## src/rtl/sync_fifo_queue_if.sv

```systemverilog
// Handshake bundle between a queue client (producer + consumer) and the
// sync_fifo_queue. The client side is the master, the queue is the slave.
interface sync_fifo_queue_if #(
  parameter int SINGLE_ENTRY_WIDTH_IN_BITS = 32
);
  // enqueue side
  logic [SINGLE_ENTRY_WIDTH_IN_BITS-1:0] request_in;
  logic                                  request_valid_in;
  logic                                  issue_ack_out;
  // dequeue side
  logic [SINGLE_ENTRY_WIDTH_IN_BITS-1:0] request_out;
  logic                                  request_valid_out;
  logic                                  issue_ack_in;
  // status
  logic                                  is_empty_out;
  logic                                  is_full_out;

  modport master (
    output request_in, request_valid_in, issue_ack_in,
    input  issue_ack_out, request_out, request_valid_out, is_empty_out, is_full_out
  );

  modport slave (
    input  request_in, request_valid_in, issue_ack_in,
    output issue_ack_out, request_out, request_valid_out, is_empty_out, is_full_out
  );
endinterface

```

## src/rtl/sync_fifo_queue.sv

```systemverilog
// Single-clock circular-buffer FIFO with valid/ack handshakes on both sides.
// A push is acknowledged with a one-cycle issue_ack_out pulse; a second push
// is blocked while that pulse is high so the producer has a cycle to update
// its data. All outputs are decoded from registered state only.
module sync_fifo_queue #(
  parameter int    QUEUE_SIZE                 = 16,
  parameter int    QUEUE_PTR_WIDTH_IN_BITS    = 4,
  parameter int    SINGLE_ENTRY_WIDTH_IN_BITS = 32,
  parameter string STORAGE_TYPE               = "LUTRAM"
) (
  input logic               clk_in,
  input logic               reset_in,
  sync_fifo_queue_if.slave  queue_bus
);

  localparam int PW = QUEUE_PTR_WIDTH_IN_BITS;
  localparam int W  = SINGLE_ENTRY_WIDTH_IN_BITS;

  localparam logic [PW-1:0] PTR_ONE    = {{(PW-1){1'b0}}, 1'b1};
  localparam logic [PW:0]   OCC_ONE    = {{PW{1'b0}}, 1'b1};
  localparam logic [PW:0]   OCC_ZERO   = {(PW+1){1'b0}};
  localparam logic [PW:0]   FULL_LEVEL = (PW+1)'(QUEUE_SIZE);

  logic [PW-1:0] write_ptr;
  logic [PW-1:0] read_ptr;
  logic [PW:0]   occupancy;
  logic          issue_ack;
  logic [W-1:0]  mem [QUEUE_SIZE];

  logic          is_empty;
  logic          is_full;
  logic          push;
  logic          pop;
  logic [W-1:0]  head_data;

  // Status flags and push/pop decisions, all from current registered state.
  always_comb begin
    is_empty = (occupancy == OCC_ZERO);
    is_full  = (occupancy == FULL_LEVEL);
    push     = 1'b0;
    pop      = 1'b0;
    if (queue_bus.request_valid_in && !is_full && !issue_ack) begin
      push = 1'b1;
    end else begin
      push = 1'b0;
    end
    if (queue_bus.issue_ack_in && !is_empty) begin
      pop = 1'b1;
    end else begin
      pop = 1'b0;
    end
  end

  // Pointers, occupancy and the ack pulse; reset discards every entry.
  always_ff @(posedge clk_in) begin
    if (reset_in) begin
      write_ptr <= {PW{1'b0}};
      read_ptr  <= {PW{1'b0}};
      occupancy <= OCC_ZERO;
      issue_ack <= 1'b0;
    end else begin
      if (push) write_ptr <= write_ptr + PTR_ONE;
      if (pop)  read_ptr  <= read_ptr + PTR_ONE;
      issue_ack <= push;
      case ({push, pop})
        2'b10:   occupancy <= occupancy + OCC_ONE;
        2'b01:   occupancy <= occupancy - OCC_ONE;
        default: occupancy <= occupancy;
      endcase
    end
  end

  // Storage write port; contents are deliberately left unreset.
  always_ff @(posedge clk_in) begin
    if (push && !reset_in) begin
      mem[write_ptr] <= queue_bus.request_in;
    end
  end

  if (STORAGE_TYPE == "BRAM") begin : g_bram
    logic [PW-1:0] next_read_ptr;
    logic [W-1:0]  head_reg;

    assign next_read_ptr = pop ? (read_ptr + PTR_ONE) : read_ptr;

    // Registered read of the head-to-be, forwarding a same-edge write so the
    // port timing matches the asynchronous-read variant.
    always_ff @(posedge clk_in) begin
      if (push && (write_ptr == next_read_ptr)) begin
        head_reg <= queue_bus.request_in;
      end else begin
        head_reg <= mem[next_read_ptr];
      end
    end

    assign head_data = head_reg;
  end else begin : g_lutram
    assign head_data = mem[read_ptr];
  end

  // Port outputs; head data is masked to zero while the queue is empty.
  always_comb begin
    queue_bus.is_empty_out      = is_empty;
    queue_bus.is_full_out       = is_full;
    queue_bus.request_valid_out = !is_empty;
    queue_bus.issue_ack_out     = issue_ack;
    if (is_empty) begin
      queue_bus.request_out = {W{1'b0}};
    end else begin
      queue_bus.request_out = head_data;
    end
  end

endmodule

```

## src/flat_wrapper.sv

```systemverilog
// flat-port wrapper written by rule: the top's interface ports become plain ports
module sync_fifo_queue_flat 
#(
  parameter int    QUEUE_SIZE                 = 16,
  parameter int    QUEUE_PTR_WIDTH_IN_BITS    = 4,
  parameter int    SINGLE_ENTRY_WIDTH_IN_BITS = 32,
  parameter string STORAGE_TYPE               = "      "
)
  (clk_in, reset_in, queue_bus_request_in, queue_bus_request_valid_in, queue_bus_issue_ack_in, queue_bus_issue_ack_out, queue_bus_request_out, queue_bus_request_valid_out, queue_bus_is_empty_out, queue_bus_is_full_out);
  sync_fifo_queue_if #(.SINGLE_ENTRY_WIDTH_IN_BITS(SINGLE_ENTRY_WIDTH_IN_BITS)) queue_bus_i ();
  input logic clk_in;
  input logic reset_in;
  input wire logic [$bits(queue_bus_i.request_in)-1:0] queue_bus_request_in;
  input wire logic [$bits(queue_bus_i.request_valid_in)-1:0] queue_bus_request_valid_in;
  input wire logic [$bits(queue_bus_i.issue_ack_in)-1:0] queue_bus_issue_ack_in;
  output wire logic [$bits(queue_bus_i.issue_ack_out)-1:0] queue_bus_issue_ack_out;
  output wire logic [$bits(queue_bus_i.request_out)-1:0] queue_bus_request_out;
  output wire logic [$bits(queue_bus_i.request_valid_out)-1:0] queue_bus_request_valid_out;
  output wire logic [$bits(queue_bus_i.is_empty_out)-1:0] queue_bus_is_empty_out;
  output wire logic [$bits(queue_bus_i.is_full_out)-1:0] queue_bus_is_full_out;
  assign queue_bus_i.request_in = queue_bus_request_in;
  assign queue_bus_i.request_valid_in = queue_bus_request_valid_in;
  assign queue_bus_i.issue_ack_in = queue_bus_issue_ack_in;
  assign queue_bus_issue_ack_out = queue_bus_i.issue_ack_out;
  assign queue_bus_request_out = queue_bus_i.request_out;
  assign queue_bus_request_valid_out = queue_bus_i.request_valid_out;
  assign queue_bus_is_empty_out = queue_bus_i.is_empty_out;
  assign queue_bus_is_full_out = queue_bus_i.is_full_out;
  sync_fifo_queue #(.QUEUE_SIZE(QUEUE_SIZE), .QUEUE_PTR_WIDTH_IN_BITS(QUEUE_PTR_WIDTH_IN_BITS), .SINGLE_ENTRY_WIDTH_IN_BITS(SINGLE_ENTRY_WIDTH_IN_BITS), .STORAGE_TYPE(STORAGE_TYPE)) u_core (.clk_in(clk_in), .reset_in(reset_in), .queue_bus(queue_bus_i));
endmodule
```

## config.mk

```make
export PLATFORM = sky130hd
export DESIGN_NAME = sync_fifo_queue_flat
export DESIGN_NICKNAME = d
export VERILOG_FILES = /design/src/rtl/sync_fifo_queue_if.sv /design/src/rtl/sync_fifo_queue.sv /design/src/flat_wrapper.sv
export SDC_FILE = /design/constraint.sdc
export NUM_CORES = 1
export LEC_CHECK = 0
export BUFFER_PORTS_ARGS = -buffer_cell sky130_fd_sc_hd__buf_2
export CORE_MARGIN = 1.5
export CORE_UTILIZATION = 65
export CTS_CLUSTER_DIAMETER = 50
export DETAILED_ROUTE_END_ITERATION = 10
export PLACE_DENSITY = 0.83
export SYNTH_ARGS = -nofsm -noshare
export SYNTH_HDL_FRONTEND = slang
export SYNTH_SLANG_ARGS = --single-unit
```

## constraint.sdc

```tcl
create_clock -name clk_in -period 8.29 [get_ports clk_in]
set_input_delay 0.829 -clock clk_in [delete_from_list [all_inputs] [get_ports clk_in]]
set_output_delay 0.829 -clock clk_in [all_outputs]
set_load 0.01 [all_outputs]
```

# After elaboration in Yosys (flattened, before gate mapping)
# Memory sizes are Yosys's and may differ from the RTL's. A register that Yosys moved wholly into a read port is not among the register bits.
# Cells that the tools add are included.
# totals
regBits	14
in_bits	36
ram_bits	512
latchBits	0
word_cells	30
output_inout_bits	36
rom_bits	0
n_memories	1
# classes
mux	8
addsub	4
n_shift	0
n_bitwise	0
div_mod_pow	0
mul	0
n_reduce_logical	10
n_eq_ne	3
magnitude_cmp	0
# mem_list
memory	depth	word_bits	read_ports	rd_clocked_by_memory_dff	wr	line	source
u_core.mem	16	32	1	1	1	sync_fifo_queue.sv:28	logic [W-1:0] mem [QUEUE_SIZE];
# ops
cell	n
$mux W32	1
$pmux W5 S2	1
$add A4 B1 Y4 const B	2
$mux W4	2
$add A5 B1 Y5 const B	1
$eq A5 B5 Y1 const B	1
$logic_not A5 Y1	1
$sub A5 B1 Y5 const B	1
$logic_and A1 B1 Y1	4
$logic_not A1 Y1	4
$mux W1	4
$eq A2 B1 Y1 const B	1
$eq A2 B2 Y1 const B	1
$reduce_bool A2 Y1	1

# Depth between registers and ports, before layout
# Gate-level depths: netlist of run 1.
# logic_depth
ltp_word	8
ltp_mapped	10
depth_no_buf	10

# Worst setup path after synthesis of run 1
# Ideal clock, no wire load.
# synth_timing
path_type	input -> register
from	in reset_in
to	mem u_core.mem[0][0] in the netlist's numbering, enable pin
stages	4
slack_ps	4074
setup_ps	461
n_path_buf	1
arrival_time_ps	3755
cell_sequence	clkbuf_1 > a211oi_1 > nand2_1 > nor3_1
# synth_via
elab_chain_len	4
# synth_rtl
element	line	source
start: declaration	flat_wrapper.sv:12	input logic reset_in;
$logic_not A1 Y1	sync_fifo_queue.sv:75	if (push && !reset_in) begin
$logic_and A1 B1 Y1	sync_fifo_queue.sv:75	
$mux W1	sync_fifo_queue.sv:75	
$mux W1 (not written as such)	sync_fifo_queue.sv:76	mem[write_ptr] <= queue_bus.request_in;
end: declaration	sync_fifo_queue.sv:28	
# Every way passes these cells.

==> results of run 1 <==
-- state kept, by name, summed over array words and instances, names as in the netlist, named ones only --
name                            cells
u_core.read_ptr                     4
u_core.mem                        512
u_core.occupancy                    5
u_core.write_ptr                    4
u_core.queue_bus.issue_ack_out      1
-- worst paths after layout --
| check | from | depth (start not counted) | to | slack [ns] |
|---|---|---|---|---|
| worst min register to register | u_core.read_ptr[3] | 2 | register | 0.53 |
| worst max-delay path | register | 5 | queue_bus_request_out[31] | 4.17 |
| worst min-delay path | u_core.read_ptr[3] | 2 | register | 0.53 |
| worst max register to register | u_core.occupancy[0] | 10 | u_core.occupancy[4] | 5.19 |
-- cells in the mapped netlist --
| cell | instances |
|---|---|
| sky130_fd_sc_hd__xor2_1 | 5 |
| sky130_fd_sc_hd__nand2_1 | 6 |
| sky130_fd_sc_hd__o211ai_2 | 1 |
| sky130_fd_sc_hd__mux4_2 | 103 |
| sky130_fd_sc_hd__inv_1 | 9 |
| sky130_fd_sc_hd__nor3b_2 | 1 |
| sky130_fd_sc_hd__mux2i_1 | 3 |
| sky130_fd_sc_hd__mux2_2 | 33 |
| sky130_fd_sc_hd__mux4_1 | 25 |
| sky130_fd_sc_hd__buf_2 | 21 |
| sky130_fd_sc_hd__a21o_1 | 1 |
| sky130_fd_sc_hd__nor2b_1 | 33 |
| sky130_fd_sc_hd__xnor2_1 | 3 |
| sky130_fd_sc_hd__edfxtp_1 | 512 |
| sky130_fd_sc_hd__nor4_1 | 2 |
| sky130_fd_sc_hd__or3_1 | 1 |
| sky130_fd_sc_hd__a211oi_1 | 3 |
| sky130_fd_sc_hd__ha_1 | 9 |
| sky130_fd_sc_hd__dfxtp_1 | 18 |
| sky130_fd_sc_hd__buf_8 | 4 |
| sky130_fd_sc_hd__fa_1 | 1 |
| sky130_fd_sc_hd__or4_4 | 1 |
| sky130_fd_sc_hd__buf_1 | 2 |
| sky130_fd_sc_hd__o211ai_1 | 2 |
| sky130_fd_sc_hd__o21ai_1 | 1 |
| sky130_fd_sc_hd__nor2_1 | 33 |
| sky130_fd_sc_hd__nand2b_1 | 4 |
| sky130_fd_sc_hd__nor2_4 | 1 |
| sky130_fd_sc_hd__buf_4 | 1 |
| sky130_fd_sc_hd__and3_1 | 1 |
| sky130_fd_sc_hd__and2_1 | 1 |
| sky130_fd_sc_hd__nor3_1 | 4 |
| sky130_fd_sc_hd__a21oi_1 | 5 |
| sky130_fd_sc_hd__clkbuf_1 | 17 |
| sky130_fd_sc_hd__a221o_1 | 32 |
| sky130_fd_sc_hd__nor4bb_1 | 1 |
| sky130_fd_sc_hd__nand3_1 | 1 |
| sky130_fd_sc_hd__buf_6 | 2 |
-- power groups by stage --
| stage | sequential, mW | combinational (mW) | clock [mW] |
|---|---|---|---|
| 4_1_cts | 3.04 | 1.11 | 2.20 |
| 3_5_place_dp | 3.10 | 1.10 | 0 |
| 5_1_grt | 3.05 | 1.18 | 2.30 |
| 2_1_floorplan | 3.06 | 0.789 | 0 |
| 6_report | 3.04 | 1.11 | 2.17 |
| 3_3_place_gp | 3.10 | 1.09 | 0 |
-- logic make-up after synthesis --
logic type      count (synthesis)  share of synthesized area
compound gates                 45                     0.0199
flops                         530                      0.767
buf+inv                        56                     0.0146
simple gates                   90                     0.0234
mux                           164                      0.165
xor+xnor                        8                    0.00342
fa+ha+maj                      10                    0.00647
-- stage by stage --
step	utilization	instance area, µm²	hold WS [ns]	std cells
2_1_floorplan	-	20500	0.485	903
3_3_place_gp	0.695	21400	0.516	1346
3_5_place_dp	0.695	21400	0.521	1346
4_1_cts	0.745	23000	0.543	1439
5_1_grt	0.745	23000	0.585	1440
6_report	0.745	23000	0.533	1441
-- critical path: cells and delay by family (launching register included) --
family / cells / cell delay, ns
DFF: 1 / 0.80
muxes: 1 / 0.60
AOI/OAI and AO/OA: 1 / 0.34
and+or+nand+nor: 1 / 0.16
buffers and inverters: 2 / 0.83
-- layer usage --
layer  vias to the layer above  share of wire  wire length, µm
met4                         4          0.029             1260
met2                       579           0.51            22000
met5                         -        0.00072               31
li1                       4010              -                -
met1                      5102           0.38            16300
met3                        91          0.084             3650
-- layout make-up --
| cell class | count | area, µm² |
|---|---|---|
| flip-flops and latches | 530 | 15700 |
| fillers | 1571 | 7850 |
| multi-input cells | 317 | 4600 |
| clock buffers | 69 | 1400 |
| repair buffers | 94 | 541 |
| well taps | 396 | 495 |
| clock inverters | 24 | 163 |
| inverters | 9 | 33.8 |
| diodes | 2 | 5.00 |
==> results.md, run 1 <==
* Post-Syn Area per Cell at 22.7 µm²
* Slew Limit Headroom at 0.179
* Total global routing overflow at 0
* Cells after synthesis at 903
* GRT Max-Usage Layer: met2
* Main area contributors after synthesis: sky130_fd_sc_hd__edfxtp_1 (75%), sky130_fd_sc_hd__mux4_2 (11%), sky130_fd_sc_hd__mux4_1 (3.2%), sky130_fd_sc_hd__mux2_2 (1.8%), sky130_fd_sc_hd__dfxtp_1 (1.8%)
* Endpoint arrival time on the critical path at 3.29 ns
* Number of gates resized after CTS at 0
* Crit start category: register
* CP Capture Type: output pin
* Count of nets left with antenna violations after detail routing at 0
* CP Cell Sequence: buf_4 -> mux4_2 -> nor2b_1 -> a221o_1 -> buf_2
* Combinational share of power at 0.175
* DRC violations left at 0
* Number of endpoints with negative hold slack in the final report at 0
* Transition time at the pin with the least slew margin at 1.23 ns
* Clock-pin slew reported for the worst setup and hold paths after clock tree synthesis at 0.06 ns
* Slowest library cell on the worst path: sky130_fd_sc_hd__dfxtp_4
* Cell leakage power at 7.27 nW
* Synth top area share at 0.750
* Pin count of the biggest net entering global routing at 129
* Share of post-route cells with drive strength above 1 at 0.308
* Area of the core at 0.0308 mm²
* Peak fanout along the critical path at 37
* Final worst path period need at 4.12 ns
* Area growth from synthesis to layout at 12.1%
* Count of buffers from port buffering at 71
* Met3 track utilization from global routing at 0.0491
* Yosys reg bits at 530
* Power per unit of standard cell area at 275 mW/mm²
* Clock network fraction of total power at 0.344
* Floorplan die height at 181 µm
* Post-detailed-routing wire length at 43300 µm
* CTS Hold Bufs at 0
* Placed wire-length estimate at 21000 µm
* Number of global-route vias before repair at 10300
* Fraction of power consumed by sequential logic at 0.481
* Final net count at 1049
* Insertion delay to the later sink of the worst-skew pair at 0.56 ns
* Peak clock frequency supported by timing at 243 MHz
* Clock Sink Count at 530
* Detail-routed net length per standard cell at 30.1 µm
* Required arrival time at the worst endpoint at 7.46 ns
* CP peak stage delay at 0.80 ns
* Unrepaired setup endpoints after global routing: false
* Sequential cell area fraction in the yosys report at 0.767
* Final number of setup-violating endpoints at 0
* First-pass GRT wire length at 64600 µm
* Number of violations reported at the end of detailed-routing iteration 0 at 1207
* Die area at 0.0326 mm²
* Share of the clock period used by the worst path after layout at 0.497
* TritonCTS clock tree: yes
* Fraction of met2 tracks used by global routing at 0.457
* I/O pin cnt at 72
* Count of vias placed by the detailed router at 9786
* Most frequent cells in the layout: sky130_fd_sc_hd__edfxtp_1 (512), sky130_fd_sc_hd__mux4_2 (103), sky130_fd_sc_hd__buf_2 (71), sky130_fd_sc_hd__clkbuf_16 (53)
* Slew Limit Fails at 0
* Number of antenna violations at the first check in global routing at 4
* Total CTS buffers at 51
* Row Count at 64
* Library cell occupying the most area in the post-synthesis netlist: sky130_fd_sc_hd__edfxtp_1
* Most common cell after layout, fill and taps aside: sky130_fd_sc_hd__edfxtp_1
* Routability-driven placement congestion ratio at 0.712
* Cell area after synthesis at 0.0205 mm²
* Global-route usage over all layers at 0.274
* Die X-Extent at 181 µm
* Sum of internal, switching and leakage power at 6.32 mW
* Max-capacitance violation count at 0
* Routed via count divided by cell count at 6.79
* Worst vdd rail ir drop at 0.260 mV
* Final clock skew at 0.0195 ns
* Status: completed
* Nets in the synthesized netlist at 949
* Pre-CTS setup slack at 4.67 ns
* H-tree depth at 2
* Sw frac at 0.251
* Yosys synthesis warning count at 0
* Number of buffers inserted to repair setup after CTS at 0
* GRT met1 Usage at 0.375
* Int Power at 4.74 mW
* First-pass iteration count of the detailed router at 5
* Buffer type at the clock tree root: sky130_fd_sc_hd__clkbuf_16
* Post-Route Setup TNS at 0 ns
* Path type of the worst setup path: reg -> out
* Maximum count of clock buffers along a single path at 3
* Net Switching at 1.59 mW
* Initial standard-cell utilization of the core at 0.665
* Worst hold path type: reg -> reg
* Count of different cell masters after synthesis at 38
* Worst-case setup margin in the final layout at 4.17 ns
Power figures use the tool's default switching activity.
==> run 2, diff against run 1 <==
CORE_UTILIZATION = 61   (was 65)
PLACE_DENSITY = 0.79   (was 0.83)
clock period = 4.1 ns   (was 8.29 ns; I/O delays follow)
==> results.md, run 2 (synthesized netlist as in run 1, its figures left out) <==
* Status: completed (unchanged)
* Cell leakage power at 7.33 nW (was 7.27 nW)
* H-tree depth at 2 (unchanged)
* Share of post-route cells with drive strength above 1 at 0.315 (was 0.308)
* Sum of internal, switching and leakage power at 12.8 mW (was 6.32 mW)
* Required arrival time at the worst endpoint at 3.69 ns (was 7.46 ns)
* Number of endpoints with negative hold slack in the final report at 0 (unchanged)
* Peak clock frequency supported by timing at 287 MHz
* Insertion delay to the later sink of the worst-skew pair at 0.56 ns (about the same)
* Area growth from synthesis to layout at 12.9% (was 12.1%)
* Transition time at the pin with the least slew margin at 0.895 ns (was 1.23 ns)
* Post-Route Setup TNS at 0 ns (unchanged)
* Filler Cell Count at 1911 (was 1571)
* Row Count at 66 (was 64)
* Final clock skew at 0.0205 ns (was 0.0195 ns)
* Share of the clock period used by the worst path after layout at 0.849
* Maximum count of clock buffers along a single path at 3 (unchanged)
* Final net count at 1059 (was 1049)
* Count of nets left with antenna violations after detail routing at 0 (unchanged)
* Most common cell after layout, fill and taps aside: sky130_fd_sc_hd__edfxtp_1 (unchanged)
* Number of buffers inserted to repair setup after CTS at 0 (unchanged)
* Post-detailed-routing wire length at 41300 µm (was 43300 µm)
* Die area at 0.0347 mm² (was 0.0326 mm²)
* First-pass GRT wire length at 62700 µm (was 64600 µm)
* Unrepaired setup endpoints after global routing: false (unchanged)
* I/O pin cnt at 72 (unchanged)
* Flip-flop count of the largest register after layout at 512 (unchanged)
* Area of the core at 0.0328 mm² (was 0.0308 mm²)
* Count of cells along the worst register-to-register path at 10 (unchanged)
* First-pass iteration count of the detailed router at 5 (unchanged)
* Number of gates resized after CTS at 0 (unchanged)
* Most flops, register: u_core.mem (unchanged)
* CTS Hold Bufs at 0 (unchanged)
* Path type of the worst setup path: reg -> out (unchanged)
* Clock Sink Count at 530 (unchanged)
* Placed wire-length estimate at 21600 µm (was 21000 µm)
* Total global routing overflow at 0 (unchanged)
* Power per unit of standard cell area at 555 mW/mm² (was 275 mW/mm²)
* Total CTS buffers at 51 (unchanged)
* Slew Limit Headroom at 0.402 (was 0.179)
* Initial standard-cell utilization of the core at 0.625 (was 0.665)
* DRC violations left at 0 (unchanged)
* Most frequent cells in the layout: sky130_fd_sc_hd__edfxtp_1 (512), sky130_fd_sc_hd__mux4_2 (103), sky130_fd_sc_hd__buf_2 (71), sky130_fd_sc_hd__clkbuf_16 (52) (was sky130_fd_sc_hd__edfxtp_1 (512), sky130_fd_sc_hd__mux4_2 (103), sky130_fd_sc_hd__buf_2 (71), sky130_fd_sc_hd__clkbuf_16 (53))
* Pin count of the biggest net entering global routing at 56 (was 129)
* CP Capture Type: output pin (unchanged)
* Max-capacitance violation count at 0 (unchanged)
* Floorplan die height at 186 µm (was 181 µm)
* Crit start category: register (unchanged)
* Count of vias placed by the detailed router at 9590 (was 9786)
* Number of violations reported at the end of detailed-routing iteration 0 at 1079 (was 1207)
* Count of buffers from port buffering at 71 (unchanged)
* Number of global-route vias before repair at 10000 (was 10300)
* Largest registers in the final layout: u_core.mem x512, u_core.occupancy x5 (unchanged)
* Global-route usage over all layers at 0.245 (was 0.274)
* Endpoint arrival time on the critical path at 3.07 ns (was 3.29 ns)
* Routability-driven placement congestion ratio at 0.742 (was 0.712)
* Number of antenna violations at the first check in global routing at 2 (was 4)
* Final worst path period need at 3.48 ns
* Routed via count divided by cell count at 6.42 (was 6.79)
* Buffer type at the clock tree root: sky130_fd_sc_hd__clkbuf_16 (unchanged)
* Detail-routed net length per standard cell at 27.7 µm (was 30.1 µm)
* Final number of setup-violating endpoints at 0 (unchanged)
* Peak fanout along the critical path at 28 (was 37)
* Clock-pin slew reported for the worst setup and hold paths after clock tree synthesis at 0.07 ns (was 0.06 ns)
* Worst hold path type: in -> reg (was reg -> reg)
* TritonCTS clock tree: yes (unchanged)
* Worst vdd rail ir drop at 0.372 mV (was 0.260 mV)
* Die X-Extent at 186 µm (was 181 µm)
* Number of stages on the worst hold path at 1 (was 2)
* Slew Limit Fails at 0 (unchanged)
[run 2: cell types whose count changed in the layout (fill, tap and decap cells not counted)]
cell,delta
sky130_fd_sc_hd__buf_12,+2
sky130_fd_sc_hd__bufinv_16,+1
sky130_fd_sc_hd__clkinv_8,+1
sky130_fd_sc_hd__clkinv_2,-3
sky130_fd_sc_hd__clkinv_1,+5
sky130_fd_sc_hd__inv_6,+3
sky130_fd_sc_hd__clkbuf_1,-7
sky130_fd_sc_hd__clkinv_4,-1
sky130_fd_sc_hd__clkbuf_8,-1
sky130_fd_sc_hd__clkinvlp_4,+1
sky130_fd_sc_hd__diode_2,-1
sky130_fd_sc_hd__clkbuf_16,-1
sky130_fd_sc_hd__buf_4,+8
[run 2: where the power goes]
group | switching (mW) | internal, mW
Clock | 1.90 | 2.50
Combinational | 1.23 | 1.07
Sequential | 0.0908 | 6.04
[run 2: final timing paths]
kind                       startpoint                       end  slack (ns)
min reg2reg        u_core.read_ptr[3]        u_core.read_ptr[3]        0.53
max                          register  queue_bus_request_out[0]        0.62
max reg2reg       u_core.occupancy[0]       u_core.occupancy[4]        0.98
min          queue_bus_request_in[23]         u_core.mem[1][23]        0.21
[run 2: area by class of cell]
cell class	instances	area (µm²)	area share
clock buffers	60	1330	0.0575
well taps	442	553	0.0239
flip-flops and latches	530	15700	0.680
inverters	9	33.8	0.00146
repair buffers	104	641	0.0277
multi-input cells	317	4600	0.199
diodes	1	2.50	0.000108
clock inverters	31	238	0.0103
[run 2: layer usage]
metal | GRT usage | wire, µm | vias up
li1 | - | - | 4040
met1 | 0.339 | 16500 | 5088
met2 | 0.411 | 21200 | 380
met3 | 0.0414 | 2670 | 82
met4 | 0.0688 | 954 | 0
met5 | 0 | 0 | -
[run 2: worst max-delay path, stage by stage (launching register included)]
cell and delay, ns:
sky130_fd_sc_hd__dfxtp_4 0.68, sky130_fd_sc_hd__buf_4 0.45, sky130_fd_sc_hd__mux4_2 0.56, sky130_fd_sc_hd__mux2_2 0.29, sky130_fd_sc_hd__a221o_1 0.35, sky130_fd_sc_hd__buf_2 0.16
[run 2: per-stage QoR]
stage | worst slack [ns] | area (µm²) | hold WS, ns | utilization | instances
floorplan | 0.303 | 20500 | 0.485 | - | 903
global placement | 1.11 | 21600 | 0.499 | 0.658 | 1402
detailed placement | 1.06 | 21600 | 0.515 | 0.658 | 1402
CTS | 0.575 | 23100 | 0.188 | 0.706 | 1493
global route | 0.517 | 23100 | 0.203 | 0.706 | 1493
finish | 0.619 | 23100 | 0.211 | 0.706 | 1494
==> run 3, diff against run 2 <==
clock period = 3.35 ns   (was 4.1 ns; I/O delays follow)
==> results.md, run 3 (synthesized netlist as in run 1, its figures left out) <==
* Status: completed (unchanged)
* Post-detailed-routing wire length at 43000 µm (was 41300 µm)
* Placed cell count at 1403 (was 1402)
* Area of the core at 0.0328 mm² (unchanged)
* Number of antenna violations at the first check in global routing at 1 (was 2)
* Total global routing overflow at 0 (unchanged)
* Number of buffers inserted to repair setup after CTS at 0 (unchanged)
* Number of stages on the worst hold path at 1 (unchanged)
* Endpoint with the worst hold slack: u_core.mem[14][15] (was u_core.mem[1][23])
* Cell leakage power at 7.37 nW (was 7.33 nW)
* Worst-case setup margin in the final layout at 0.165 ns (was 0.619 ns)
* Hold_sp: queue_bus_request_in[15] (was queue_bus_request_in[23])
* Flip-flop count of the largest register after layout at 512 (unchanged)
* Required arrival time at the worst endpoint at 3.01 ns (was 3.69 ns)
* Peak fanout along the critical path at 20 (was 28)
* Standard cell area after detailed placement at 0.0218 mm² (was 0.0216 mm²)
* Worst hold path type: in -> reg (unchanged)
* Die X-Extent at 186 µm (unchanged)
* Unrepaired setup endpoints after global routing: false (unchanged)
* Total CTS buffers at 51 (unchanged)
* Count of buffers from port buffering at 71 (unchanged)
* Global-route usage over all layers at 0.254 (was 0.245)
* Pre-CTS setup slack at 0.442 ns (was 1.06 ns)
* Worst hold slack at 0.130 ns (was 0.211 ns)
* Final net count at 1060 (was 1059)
* Count of cells along the worst register-to-register path at 9 (was 10)
* Routability-driven placement congestion ratio at 0.742 (about the same)
* Floorplan die height at 186 µm (unchanged)
* Final worst path period need at 3.19 ns
* Maximum count of clock buffers along a single path at 3 (unchanged)
* First-pass GRT wire length at 64300 µm (was 62700 µm)
* Area growth from synthesis to layout at 14.0% (was 12.9%)
* Non-filler instance count after layout at 1497 (was 1494)
* Count of vias placed by the detailed router at 9795 (was 9590)
* Most flops, register: u_core.mem (unchanged)
* Routed via count divided by cell count at 6.54 (was 6.42)
* Insertion delay to the later sink of the worst-skew pair at 0.58 ns (was 0.56 ns)
* Pin count of the biggest net entering global routing at 61 (was 56)
* Number of gates resized after CTS at 0 (unchanged)
* Most frequent cells in the layout: sky130_fd_sc_hd__edfxtp_1 (512), sky130_fd_sc_hd__mux4_2 (103), sky130_fd_sc_hd__buf_2 (71), sky130_fd_sc_hd__clkbuf_16 (52) (unchanged)
* Crit start category: register (unchanged)
* Worst vdd rail ir drop at 0.436 mV (was 0.372 mV)
* H-tree depth at 2 (unchanged)
* Reg-to-reg startpoint: u_core.occupancy[3] (was u_core.occupancy[0])
* Post-Route Setup TNS at 0 ns (unchanged)
* Endpoint arrival time on the critical path at 2.85 ns (was 3.07 ns)
* Clock Sink Count at 530 (unchanged)
* Slew Limit Headroom at 0.563 (was 0.402)
* Buffer type at the clock tree root: sky130_fd_sc_hd__clkbuf_16 (unchanged)
* Count of nets left with antenna violations after detail routing at 0 (unchanged)
* DRC violations left at 0 (unchanged)
* Die area at 0.0347 mm² (unchanged)
* CP Capture Type: output pin (unchanged)
* Number of violations reported at the end of detailed-routing iteration 0 at 993 (was 1079)
* Share of the clock period used by the worst path after layout at 0.951
* Most common cell after layout, fill and taps aside: sky130_fd_sc_hd__edfxtp_1 (unchanged)
* Peak clock frequency supported by timing at 314 MHz
* Power per unit of standard cell area at 681 mW/mm² (was 555 mW/mm²)
* Max-capacitance violation count at 0 (unchanged)
* Clock-pin slew reported for the worst setup and hold paths after clock tree synthesis at 0.07 ns (about the same)
* Setup slack, reg-to-reg at 0.48 ns (was 0.98 ns)
* First-pass iteration count of the detailed router at 5 (unchanged)
* Sum of internal, switching and leakage power at 15.9 mW (was 12.8 mW)
* TritonCTS clock tree: yes (unchanged)
* Share of post-route cells with drive strength above 1 at 0.315 (about the same)
* Layout Utilization at 0.713 (was 0.706)
* Antenna cells at 0 (was 1)
* CTS Hold Bufs at 0 (unchanged)
* Placed wire-length estimate at 22200 µm (was 21600 µm)
* Slew Limit Fails at 0 (unchanged)
* Final design area excluding fillers at 0.0234 mm² (was 0.0231 mm²)
* Final number of setup-violating endpoints at 0 (unchanged)
* Number of global-route vias before repair at 10200 (was 10000)
* I/O pin cnt at 72 (unchanged)
* Initial standard-cell utilization of the core at 0.625 (unchanged)
* Final clock skew at 0.0198 ns (was 0.0205 ns)
* Detail-routed net length per standard cell at 28.7 µm (was 27.7 µm)
* Critical register-to-register path endpoint: u_core.occupancy[4] (unchanged)
* Number of endpoints with negative hold slack in the final report at 0 (unchanged)
* Row Count at 66 (unchanged)
* Largest registers in the final layout: u_core.mem x512, u_core.occupancy x5 (unchanged)
* Path type of the worst setup path: reg -> out (unchanged)
* Transition time at the pin with the least slew margin at 0.653 ns (was 0.895 ns)
[run 3: per-layer routing]
metal  GRT usage  wire length, µm  vias to the layer above
met5           0               17                        -
met3      0.0442             3250                       98
met2       0.427            21900                      538
met4      0.0897             1410                        2
li1            -                -                     4045
met1       0.342            16400                     5112
[run 3: power by group]
group | total, mW | switching, mW | internal (mW) | leakage (nW)
sequential | 7.48 | 0.0943 | 7.39 | 4.76
combinational | 2.92 | 1.56 | 1.37 | 1.83
clock | 5.51 | 2.36 | 3.15 | 0.774
[run 3: final cells by class]
type | instances | area (µm²)
flip-flops and latches | 530 | 15700
fillers | 1816 | 9400
multi-input cells | 317 | 4630
clock buffers | 64 | 1350
repair buffers | 105 | 823
well taps | 442 | 553
clock inverters | 30 | 255
inverters | 9 | 33.8
[run 3: worst max path at each step]
stage	from	end
after floorplan	u_core.occupancy[4]	u_core.mem[12][0]
after global placement	u_core.occupancy[3]	u_core.occupancy[4]
after detailed placement	u_core.occupancy[3]	u_core.occupancy[4]
after CTS	register	queue_bus_request_out[31]
after global routing	register	queue_bus_request_out[31]
final	register	queue_bus_request_out[30]
[run 3: critical path: stages, from the launching register on]
cell and delay [ns]:
sky130_fd_sc_hd__dfxtp_4 0.48, sky130_fd_sc_hd__buf_4 0.38, sky130_fd_sc_hd__mux4_1 0.59, sky130_fd_sc_hd__mux2_2 0.28
sky130_fd_sc_hd__a221o_1 0.38, sky130_fd_sc_hd__buf_2 0.16
